**src/rtl/i2c_channel_pkg.sv**
```systemverilog
// Shared types and default constants for the NM-master / NS-slave I2C channel.
package i2c_channel_pkg;

  // Bus monitor state: IDLE between STOP (or timeout) and START, BUSY otherwise.
  typedef enum logic {
    IDLE = 1'b0,
    BUSY = 1'b1
  } state_e;

  // Default glitch-filter stability length in clk cycles (0 bypasses the filter).
  localparam int DEF_FILT_CYC    = 3;
  // Default number of SCL-low cycles in BUSY before the bus is declared stuck.
  localparam int DEF_TIMEOUT_CYC = 1000;

endpackage

```
**src/rtl/i2c_line_filter.sv**
```systemverilog
// Two-flop synchroniser followed by a stability filter for one I2C line.
// The filtered output only follows the synchronised input after it has
// differed from the current filtered value for FILT_CYC consecutive cycles.
// Everything resets to 1, the idle level of an open-drain line.
module i2c_line_filter #(
  parameter int FILT_CYC = 3
) (
  input  logic clk,
  input  logic rstn,
  input  logic din,
  output logic dout
);

  logic sync1;
  logic sync2;

  // Two-stage synchroniser for the asynchronous bus level.
  always_ff @(posedge clk or negedge rstn) begin
    if (!rstn) begin
      sync1 <= 1'b1;
      sync2 <= 1'b1;
    end else begin
      sync1 <= din;
      sync2 <= sync1;
    end
  end

  if (FILT_CYC == 0) begin : g_bypass
    assign dout = sync2;
  end else begin : g_filter
    localparam int CW = $clog2(FILT_CYC + 1);
    localparam logic [CW-1:0] CNT_LAST = CW'(FILT_CYC - 1);

    logic [CW-1:0] cnt;
    logic          filt;

    // Count consecutive mismatch cycles; any matching cycle restarts the count.
    always_ff @(posedge clk or negedge rstn) begin
      if (!rstn) begin
        cnt  <= '0;
        filt <= 1'b1;
      end else if (sync2 != filt) begin
        if (cnt == CNT_LAST) begin
          filt <= sync2;
          cnt  <= '0;
        end else begin
          cnt <= cnt + 1'b1;
        end
      end else begin
        cnt <= '0;
      end
    end

    assign dout = filt;
  end

endmodule

```
**src/rtl/i2c_channel_nm_ms.sv**
```systemverilog
// I2C channel for NM masters and NS slaves.
// Wired-AND resolution of all open-drain drives plus a clocked bus monitor
// (START/STOP detection, bus-busy, per-master arbitration loss, optional
// SCL-stuck-low timeout enabled by the I2C_CHAN_TIMEOUT_EN macro).
// mon_state exposes the monitor FSM state for debug and checkers.
module i2c_channel_nm_ms
  import i2c_channel_pkg::*;
#(
  parameter int NM          = 2,
  parameter int NS          = 4,
  parameter int FILT_CYC    = DEF_FILT_CYC,
  parameter int TIMEOUT_CYC = DEF_TIMEOUT_CYC
) (
  input  logic          clk,
  input  logic          rstn,
  input  logic [NM-1:0] m_scl_oe,
  input  logic [NM-1:0] m_sda_oe,
  input  logic [NS-1:0] s_scl_oe,
  input  logic [NS-1:0] s_sda_oe,
  output logic          scl,
  output logic          sda,
  output logic          bus_busy,
  output logic          start_det,
  output logic          stop_det,
  output logic [NM-1:0] arb_lost,
  output logic          timeout,
  output state_e        mon_state
);

  logic          scl_f;
  logic          sda_f;
  logic          scl_p;
  logic          sda_p;
  logic          start_cond;
  logic          stop_cond;
  logic          scl_rise;
  logic          tmo_cond;
  logic [NM-1:0] arb_cond;
  logic [NM-1:0] active;
  state_e        state_q;
  state_e        state_d;

  // Any agent pulling low wins; the implicit pull-up gives 1 otherwise.
  assign scl = ~(|m_scl_oe | |s_scl_oe);
  assign sda = ~(|m_sda_oe | |s_sda_oe);

  i2c_line_filter #(.FILT_CYC(FILT_CYC)) u_scl_filter (
    .clk  (clk),
    .rstn (rstn),
    .din  (scl),
    .dout (scl_f)
  );

  i2c_line_filter #(.FILT_CYC(FILT_CYC)) u_sda_filter (
    .clk  (clk),
    .rstn (rstn),
    .din  (sda),
    .dout (sda_f)
  );

  // Previous filtered levels for edge detection.
  always_ff @(posedge clk or negedge rstn) begin
    if (!rstn) begin
      scl_p <= 1'b1;
      sda_p <= 1'b1;
    end else begin
      scl_p <= scl_f;
      sda_p <= sda_f;
    end
  end

  // SCL must be high in both cycles, so a cycle where SCL and SDA move
  // together is neither START nor STOP.
  assign start_cond = scl_f & scl_p &  sda_p & ~sda_f;
  assign stop_cond  = scl_f & scl_p & ~sda_p &  sda_f;
  assign scl_rise   = scl_f & ~scl_p;

  // An active master that released SDA but sees it low at SCL rise has lost.
  assign arb_cond = {NM{scl_rise & ~sda_p}} & active & ~m_sda_oe;

`ifdef I2C_CHAN_TIMEOUT_EN
  localparam int TW = (TIMEOUT_CYC > 1) ? $clog2(TIMEOUT_CYC) : 1;
  localparam logic [TW-1:0] T_LAST = TW'(TIMEOUT_CYC - 1);

  logic [TW-1:0] tcnt;

  assign tmo_cond = (state_q == BUSY) && !scl_f && (tcnt == T_LAST);

  // Count SCL-low cycles while BUSY; saturate at the trip value.
  always_ff @(posedge clk or negedge rstn) begin
    if (!rstn) begin
      tcnt <= '0;
    end else if ((state_q != BUSY) || scl_f) begin
      tcnt <= '0;
    end else if (tcnt != T_LAST) begin
      tcnt <= tcnt + 1'b1;
    end
  end
`else
  // Timeout disabled: the comparison is constant false, TIMEOUT_CYC has no effect.
  assign tmo_cond = (TIMEOUT_CYC < 0);
`endif

  // Monitor FSM state register.
  always_ff @(posedge clk or negedge rstn) begin
    if (!rstn) begin
      state_q <= IDLE;
    end else begin
      state_q <= state_d;
    end
  end

  // Monitor FSM next state: START opens a transfer, STOP or timeout closes it.
  always_comb begin
    state_d = state_q;
    case (state_q)
      IDLE:    if (start_cond) state_d = BUSY;
      BUSY:    if (stop_cond || tmo_cond) state_d = IDLE;
      default: state_d = IDLE;
    endcase
  end

  assign mon_state = state_q;

  // Track which masters are clocking the current transfer; clears take priority.
  always_ff @(posedge clk or negedge rstn) begin
    if (!rstn) begin
      active <= '0;
    end else begin
      active <= (active | ({NM{state_q == BUSY}} & m_scl_oe))
                & ~arb_cond & ~{NM{stop_cond | tmo_cond}};
    end
  end

  // Registered monitor outputs.
  always_ff @(posedge clk or negedge rstn) begin
    if (!rstn) begin
      bus_busy  <= 1'b0;
      start_det <= 1'b0;
      stop_det  <= 1'b0;
      arb_lost  <= '0;
      timeout   <= 1'b0;
    end else begin
      bus_busy  <= (state_q == BUSY);
      start_det <= start_cond;
      stop_det  <= stop_cond;
      arb_lost  <= arb_cond;
      timeout   <= tmo_cond;
    end
  end

endmodule

```
**config.mk**
```make
export PLATFORM = sky130hd
export DESIGN_NAME = i2c_channel_nm_ms
export DESIGN_NICKNAME = d
export VERILOG_FILES = /design/src/rtl/i2c_channel_pkg.sv /design/src/rtl/i2c_line_filter.sv /design/src/rtl/i2c_channel_nm_ms.sv
export SDC_FILE = /design/constraint.sdc
export NUM_CORES = 1
export LEC_CHECK = 0
export ABC_AREA = 1
export CAP_MARGIN = 25
export CORE_MARGIN = 10
export CORE_UTILIZATION = 35
export CTS_BUF_LIST = sky130_fd_sc_hd__clkbuf_4
export CTS_CLUSTER_DIAMETER = 120
export DETAILED_ROUTE_END_ITERATION = 16
export PLACE_DENSITY = 0.72
export SYNTH_ARGS = -nofsm -noshare
export SYNTH_HDL_FRONTEND = slang
export SYNTH_SLANG_ARGS = --single-unit
```
**constraint.sdc**
```tcl
create_clock -name clk -period 2.7 [get_ports clk]
set_clock_uncertainty 0.15 [all_clocks]
set_input_delay 0.54 -clock clk [delete_from_list [all_inputs] [get_ports clk]]
set_output_delay 0.54 -clock clk [all_outputs]
set_load 0.005 [all_outputs]
```
==> results of run 1 <==
==> per-stage QoR <==
| step | instance area, sq um | instances | utilization, % | hold WS (ns) | power [mW] |
|---|---|---|---|---|---|
| after global placement | 1010 | 130 | 50.1 | 0.196 | 0.358 |
| after floorplan | 768 | 82 | - | 0.0944 | 0.331 |
| final | 1040 | 134 | 51.4 | 0.215 | 0.493 |
| after detailed placement | 1010 | 130 | 50.1 | 0.197 | 0.360 |
| after CTS | 1040 | 134 | 51.4 | 0.215 | 0.500 |
| after global routing | 1040 | 134 | 51.4 | 0.221 | 0.522 |
==> kinds of logic (layout without fill, tap and decap cells) <==
family,after synthesis,in the layout
other,1,1
flip-flops,20,20
AO/OA/AOI/OAI,2,2
buffers and inverters,18,43
AND/OR/NAND/NOR,40,40
XOR/XNOR,1,1
==> worst max-delay path by stage <==
stage                 from  endpoint  slack (ns)  cells past startpoint
3_3_place_gp   s_scl_oe[3]       scl        0.18                      5
3_5_place_dp   s_sda_oe[3]       sda        0.14                      5
6_report       s_sda_oe[3]       sda        0.14                      5
5_1_grt        s_sda_oe[1]       sda        0.01                      5
2_1_floorplan  s_scl_oe[3]       scl        1.13                      3
4_1_cts        s_sda_oe[3]       sda        0.14                      5
==> metal layers <==
metal	wire length [microns]	GRT usage [%]	vias up
li1	-	-	288
met1	554	7.33	252
met2	815	12.8	16
met3	108	3.51	4
met4	36	3.59	0
met5	0	0	-
==> worst max-delay path: cells and delay by family <==
family / cells / cell delay, ns
buffers and inverters: 2 / 0.97
AND/OR/NAND/NOR: 3 / 0.36
==> registers in the layout, indices dropped and copies added, names as in the netlist, 2 cells and up <==
name,count
u_sda_filter.g_filter.cnt,2
arb_lost,2
active,2
u_scl_filter.g_filter.cnt,2
==> area by class of cell <==
cell class / count / area [sq um] / area share (%)
clock buffer: 3 / 22.5 / 2.17
clock inverter: 1 / 3.75 / 0.361
inverter: 17 / 63.8 / 6.14
multi-input combinational: 44 / 186 / 18.0
sequential: 20 / 510 / 49.2
tap: 27 / 33.8 / 3.25
timing repair buffer: 22 / 218 / 21.0
==> power groups by stage <==
stage               clock (mW)  sequential, mW  combinational, mW
floorplan                    0           0.317             0.0133
global placement             0           0.318             0.0400
detailed placement           0           0.319             0.0412
CTS                      0.145           0.313             0.0416
global route             0.161           0.315             0.0462
finish                   0.139           0.313             0.0407
==> placed cells by master, fill, tap and decap left out, drive strengths merged <==
master | Yosys | layout
nor3 | 4 | 4
nand4 | 1 | 1
dfstp | 8 | 8
nor2 | 11 | 11
conb | 1 | 1
xnor2 | 1 | 1
o21ai | 2 | 2
clkdlybuf4s50 | 0 | 21
nand3 | 1 | 1
dfrtp | 12 | 12
nand2 | 23 | 23
clkinv | 0 | 1
clkbuf | 0 | 3
buf | 1 | 1
inv | 17 | 17
==> flow_summary.toml, run 1 <==
[cts]
numClockSinks = 20
post-cts-setup-buffers = 0
postCtsHoldBufs = 0
cts_tree = "yes"
cts_made_buffers = 3
h-tree-depth = 1
ctsLongestPathBuffers = 2
clock_latency_ns = 0.29
ctsResizeCount = 0
clk_pin_slew_ns = 0.11
cts-root-buf = "clkbuf_4"

[yosys]
synth-seq-cells = 20
synth_xor_area_share_pct = 1.14
yosys_warnings = 0
synth_compound_area_share_pct = 1.30
async_reset_ff_share_pct = 100
ys.flop_type = "dfrtp_1"
synthAdderAreaFrac_pct = 0
syn_inst = 82
synth_area_sq_um = 768
synth_most_common_cell = "nand2_1"
synth.largest_area_cell = "dfrtp_1"
syn_nets = 96
synth_top_area_share_pct = 39.1
synth_cell_type_count = 15
synth_common_cells = "nand2_1, inv_1, dfrtp_1"
synth_top_family_by_area = "simple AND/OR/NAND/NOR gates"
syn_avg_cell_area_sq_um = 9.37
ys_seq_area_share_pct = 66.4
netlist_top_cells_area = "dfrtp_1, dfstp_2, nand2_1, inv_1, nor2_1"
synth-simple-area-share_pct = 21.3
synthMuxAreaShare_pct = 0
synth-edff-count = 0

[cells_and_area]
finalNetCount = 122
diodes = 0
fill_cells = 193
area_growth_pct = 35.2
drive_above_1_share_pct = 14.0

[timing]
fmax_mhz = 390
fin_crit_ns = 2.56
setup_violations = 0
finalMaxSlewViolations = 0
setup_ws_ns = 0.139
post-route-period-util_pct = 94.9
setup_tns_ns = 0
hold_violations = 0
rsz0062_at_grt = "no"

[power_and_ir_drop]
p_switching_mw = 0.107
p_sw_share_pct = 21.8
p_int_mw = 0.386
peakVddDrop_mv = 0.365
clkPwrFrac_pct = 28.2
leakage_nw = 0.510
power_frac_comb_pct = 8.2
p_per_area_nw_per_um2 = 475
pwr-share-seq_pct = 63.6

[setup_path]
cp-start-kind = "primary input"
crit_arrival_ns = 1.87
critPathSlowestCell = "clkdlybuf4s50_1"
critPathMaxStageDelay_ns = 0.56
crit_chain = "clkdlybuf4s50_1, nor2_1, nand2_1, nor3_1, clkdlybuf4s50_1"
worstPathRequired_ns = 2.01
timing.rr.start = "u_scl_filter.dout"
cp-end-kind = "output port"
ff2ff_path_depth = 3
worst-setup-path-type = "in2out"
r2r_slack_ns = 1.50
reg2reg_to = "active[0]"
cp_common_cell = "clkdlybuf4s50_1"
crit_path_max_fanout = 2

[die]
rows = 16
die_height_microns = 66.9
initial_core_util_pct = 38.0
die_area_sq_um = 4470
fp.dieW_microns = 66.9
coreArea_sq_um = 2020
boundaryPins = 23

[hold_path]
holdCritPathClass = "reg2reg"
whs_path_depth = 0
hp-start = "u_scl_filter.sync1"
worstHoldEndpoint = "u_scl_filter.sync2"

[outcome]
status = "finished clean"

[global_routing]
grt_pass1_vias = 580
overflow = 0
grt_max_degree = 21
grt_pass1_wl_mm = 2.54
antenna_found_initial = 0
grt_usage_pct = 7.43

[detailed_routing]
num_vias = 560
drtIter0Drc = 6
drc = 0
firstDrtPassIters = 4
vias_per_cell = 4.18
drt_wl_total_mm = 1.52
wl_per_cell_microns = 11.3
ant_nets = 0

[placed_design]
hpwl_mm = 1.22
io_buffers = 21
globalplace.congestion = 0.787
pre_cts_ws_ns = 0.143

[flow_run]
maxCapViolCount = 0
No activity file was read; power rests on OpenSTA's default activity.
==> inputs of run 2 (changes only) <==
- CORE_ASPECT_RATIO: default -> 1.2
- DONT_BUFFER_PORTS: default -> 1
- PLACE_DENSITY: 0.72 -> 0.59
==> run 2 against run 1 <==
Setup slack better by 0.93 ns. Clock-buffer cell count is the same. Cell count is 13% lower. Global-route usage down 1.7 points. Power is 16% higher.
==> flow_summary.toml, run 2 (synthesis gave the netlist of run 1 again) <==
[outcome]
status = "finished clean"

[detailed_routing]
drc = 0
ant_nets = 0
wl_met1_microns = 517
wl_per_cell_microns = 11.1
route.met2.wl_microns = 606
vias_per_cell = 4.29
top_layer = "met3"
drtIter0Drc = 1
drt_wl_total_mm = 1.29
firstDrtPassIters = 2
wl_met3_microns = 163
num_vias = 498

[cells_and_area]
finalNetCount = 101
postLayoutCellArea_sq_um = 861
post-route-util_pct = 41.5
fill_cells = 220
final_cells = 116
layout_commonest_cell = "nand2_1"
area_growth_pct = 12.1
drive_above_1_share_pct = 17.4
final_cell_mix = "nand2_1, inv_1, dfrtp_1, nor2_1, dfstp_2"
diodes = 0
seqCellArea_sq_um = 510
multi_input_area_sq_um = 186

[global_routing]
grt_pass1_wl_mm = 2.17
antenna_found_initial = 0
grt_pass1_vias = 530
overflow = 0
grt_usage_pct = 5.77
grt_max_degree = 21

[setup_path]
crit_path_max_fanout = 2
worstPathRequired_ns = 2.01
cp-end-kind = "output port"
critPathSlowestCell = "nor3_1"
reg2reg_to = "active[1]"
r2r_slack_ns = 1.52
timing.rr.start = "u_scl_filter.dout"
ff2ff_path_depth = 5
crit_chain = "nor2_1, nand2_1, nor3_1"
critPathMaxStageDelay_ns = 0.26
cp-start-kind = "primary input"
worst-setup-path-type = "in2out"
crit_arrival_ns = 0.94

[timing]
fin_crit_ns = 1.63
setup_tns_ns = 0
tightest_slew_ns = 0.848
hold_ws_ns = 0.133
setup_violations = 0
finalMaxSlewViolations = 0
rsz0062_at_grt = "no"
post-route-period-util_pct = 60.4
hold_violations = 0
fmax_mhz = 613
maxSlewHeadroom_pct = 43.3

[placed_design]
globalplace.congestion = 0.685
place_area_sq_um = 798
dp_cells = 111
hpwl_mm = 1.05
io_buffers = 0

[cts]
cts-root-buf = "clkbuf_4"
cts_made_buffers = 3
cts_tree = "yes"
h-tree-depth = 1
ctsLongestPathBuffers = 2
ctsResizeCount = 0
clock_latency_ns = 0.30
post-cts-setup-buffers = 0
clk_pin_slew_ns = 0.12
numClockSinks = 20

[power_and_ir_drop]
peakVddDrop_mv = 0.422
leakage_nw = 0.443
p_per_area_nw_per_um2 = 666

[die]
fp.dieW_microns = 62.8
boundaryPins = 23
rows = 18
initial_core_util_pct = 37.1
coreArea_sq_um = 2070
die_height_microns = 71.3
die_area_sq_um = 4480

[hold_path]
holdCritPathClass = "in2reg"
worstHoldEndpoint = "u_scl_filter.sync1"
hp-start = "m_scl_oe[0]"
whs_path_depth = 1

[flow_run]
maxCapViolCount = 0
[run 2: cell types whose count changed in the layout (fill, tap and decap cells not counted), sizes merged]
cell,change
clkdlybuf4s50,-21
buf,-1
bufinv,+1
clkinv,-1
dlygate4sd3,+1
[run 2: worst max-delay path by stage]
stage / startpoint / endpoint / slack [ns] / cells after the start
after global routing: s_scl_oe[3] / scl / 0.99 / 3
after global placement: s_scl_oe[3] / scl / 1.06 / 3
after CTS: s_scl_oe[3] / scl / 1.04 / 3
after floorplan: s_scl_oe[3] / scl / 1.13 / 3
final: s_sda_oe[3] / sda / 1.07 / 3
after detailed placement: s_sda_oe[3] / sda / 1.04 / 3
[run 2: power breakdown]
part           switching [mW]  internal [mW]
sequential            0.00468          0.309
clock                  0.0896          0.150
combinational          0.0136        0.00660
total                   0.108          0.465
[run 2: layout make-up]
class                      count  share of cell area [%]
inverter                      17                    7.41
clock buffer                   3                    2.62
timing repair buffer           1                    1.16
clock inverter                 1                    3.49
tap                           30                    4.36
sequential                    20                    59.3
multi-input combinational     44                    21.7
[run 2: worst max-delay path, delay by kind of cell]
family,cells,cell delay (ns)
simple gates,3,0.40
[run 2: repair_timing]
item / in CTS / in global routing
hold endpoints to repair: 20 / 0
endpoints found under the setup margin: 0 / 0
hold buffers: 1 / 0
[run 2: through the flow]
step / total power [mW] / setup WS (ns)
CTS: 0.579 / 1.04
global placement: 0.332 / 1.06
finish: 0.573 / 1.07
floorplan: 0.331 / 1.13
global route: 0.592 / 0.994
detailed placement: 0.333 / 1.04
[run 2: routing by layer]
layer  track usage (%)  up-vias
met2              9.02       23
li1                  -      244
met5                 0        -
met1              6.30      231
met4              2.24        0
met3              3.42        0
==> edit: new RTL, flow settings as in run 2 <==
The option `I2C_CHAN_TIMEOUT_EN` is turned on by a define.
--- a/src/rtl/i2c_channel_nm_ms.sv
+++ b/src/rtl/i2c_channel_nm_ms.sv
@@ -5,2 +5,4 @@
 // mon_state exposes the monitor FSM state for debug and checkers.
+`define I2C_CHAN_TIMEOUT_EN
+
 module i2c_channel_nm_ms
Formal check against the unedited RTL: no difference found for any inputs over 10 cycles, from zero or initial values and one cycle with rstn low; that may be too few to reach the edited logic, so the function may still have changed.
==> edit against run 2 <==
- hold slack worse by 14 ps
- via count rose by 92%
- worst setup slack got worse by 49 ps
- clock power up 12%
- cell area rose by 71%
- synthesized area up 72%
- combinational power increased by 110%
- sequential power up 55%
- sequential cell count grew 11
- power up 39%
- global-route usage is 2.7 points higher
- first-iteration DRC count grew to 37 times the old value
- routed wire length up 92%
- critical path type unchanged
- largest power group unchanged
==> edit: results <==
group,metric,value,unit
status,status,"finished clean",
critical_path,r2r_cells,6,
critical_path,rrSetupSlack,1280,ps
layout,drive_gt1_share,16.23,%
power,pg_clk,0.000270,W
hold_path,holdPathStages,1,
route,first_pass_iters,4,
placed_design,hpwl,1870,µm
layout,fillCellCount,369,
synthesis,netlist_instances,144,
synthesis,ys_types,21,
clock_network,clk_pin_slew_worst_paths,90,ps
power,p_leak,0.7127,nW
synthesis,synthTopCellsByCount,"nand2_1, dfrtp_1, inv_1",
critical_path,endpoint,"scl",
critical_path,max_stage_delay,310,ps
route,wl_met3,145,µm
route,wl_met1,1088,µm
layout,final_nets,168,
global_routing,grt_pass1_vias,955,
global_routing,grt_use_total,8.420,%
route,wl_met2,1168,µm
placed_design,gp_congestion,0.8156,
global_routing,use_met1,8.843,%
synthesis,synth_area_leaders,"dfrtp_1, dfstp_2, nand2_1",
global_routing,grt_pass1_wl,4443,µm
power,pwr-share-comb,5.3,%
clock_network,ctsHoldBuffers,2,
global_routing,met3_usage,3.616,%
placed_design,dp_cells,196,
power,peakVddDrop,0.0001779,V
route,viasPerCell,4.631,
power,swShare,24.03,%
synthesis,ys_seq_area_share,59.47,%
clock_network,clkLatencyLatePin,330,ps
sta,slew_headroom,74.46,%
critical_path,rr_startpoint,"tcnt[1]",
edit: final cells by class:
cell class                 count  area share (%)
tap                           52           4.414
clock buffer                   6           3.056
inverter                      23           5.857
sequential                    31           53.31
timing repair buffer           2           2.037
multi-input combinational     90           30.48
clock inverter                 2          0.8489
edit: through the flow:
step           instance area [µm²]  setup slack, ps  utilization (%)  hold WS, ps  total power (W)
6_report                      1474             1021            40.56        119.0        0.0007978
5_1_grt                       1474            941.4            40.56        85.82        0.0008499
4_1_cts                       1474            978.5            40.56        103.4        0.0008135
3_5_place_dp                  1386            979.5            38.15        95.42        0.0005243
3_3_place_gp                  1386             1035            38.15        95.36        0.0005224
2_1_floorplan                 1321             1128                -        94.41        0.0005184
edit: logic make-up (layout without fill, tap and decap cells):
group	after synthesis	count (layout)	synth area share, %
flops	31	31	59.47
fa+ha+maj	1	1	0.9468
mux	1	1	0.7576
xor+xnor	3	3	1.989
buf+inv	23	33	6.535
simple gates	76	76	26.70
compound gates	9	9	3.598
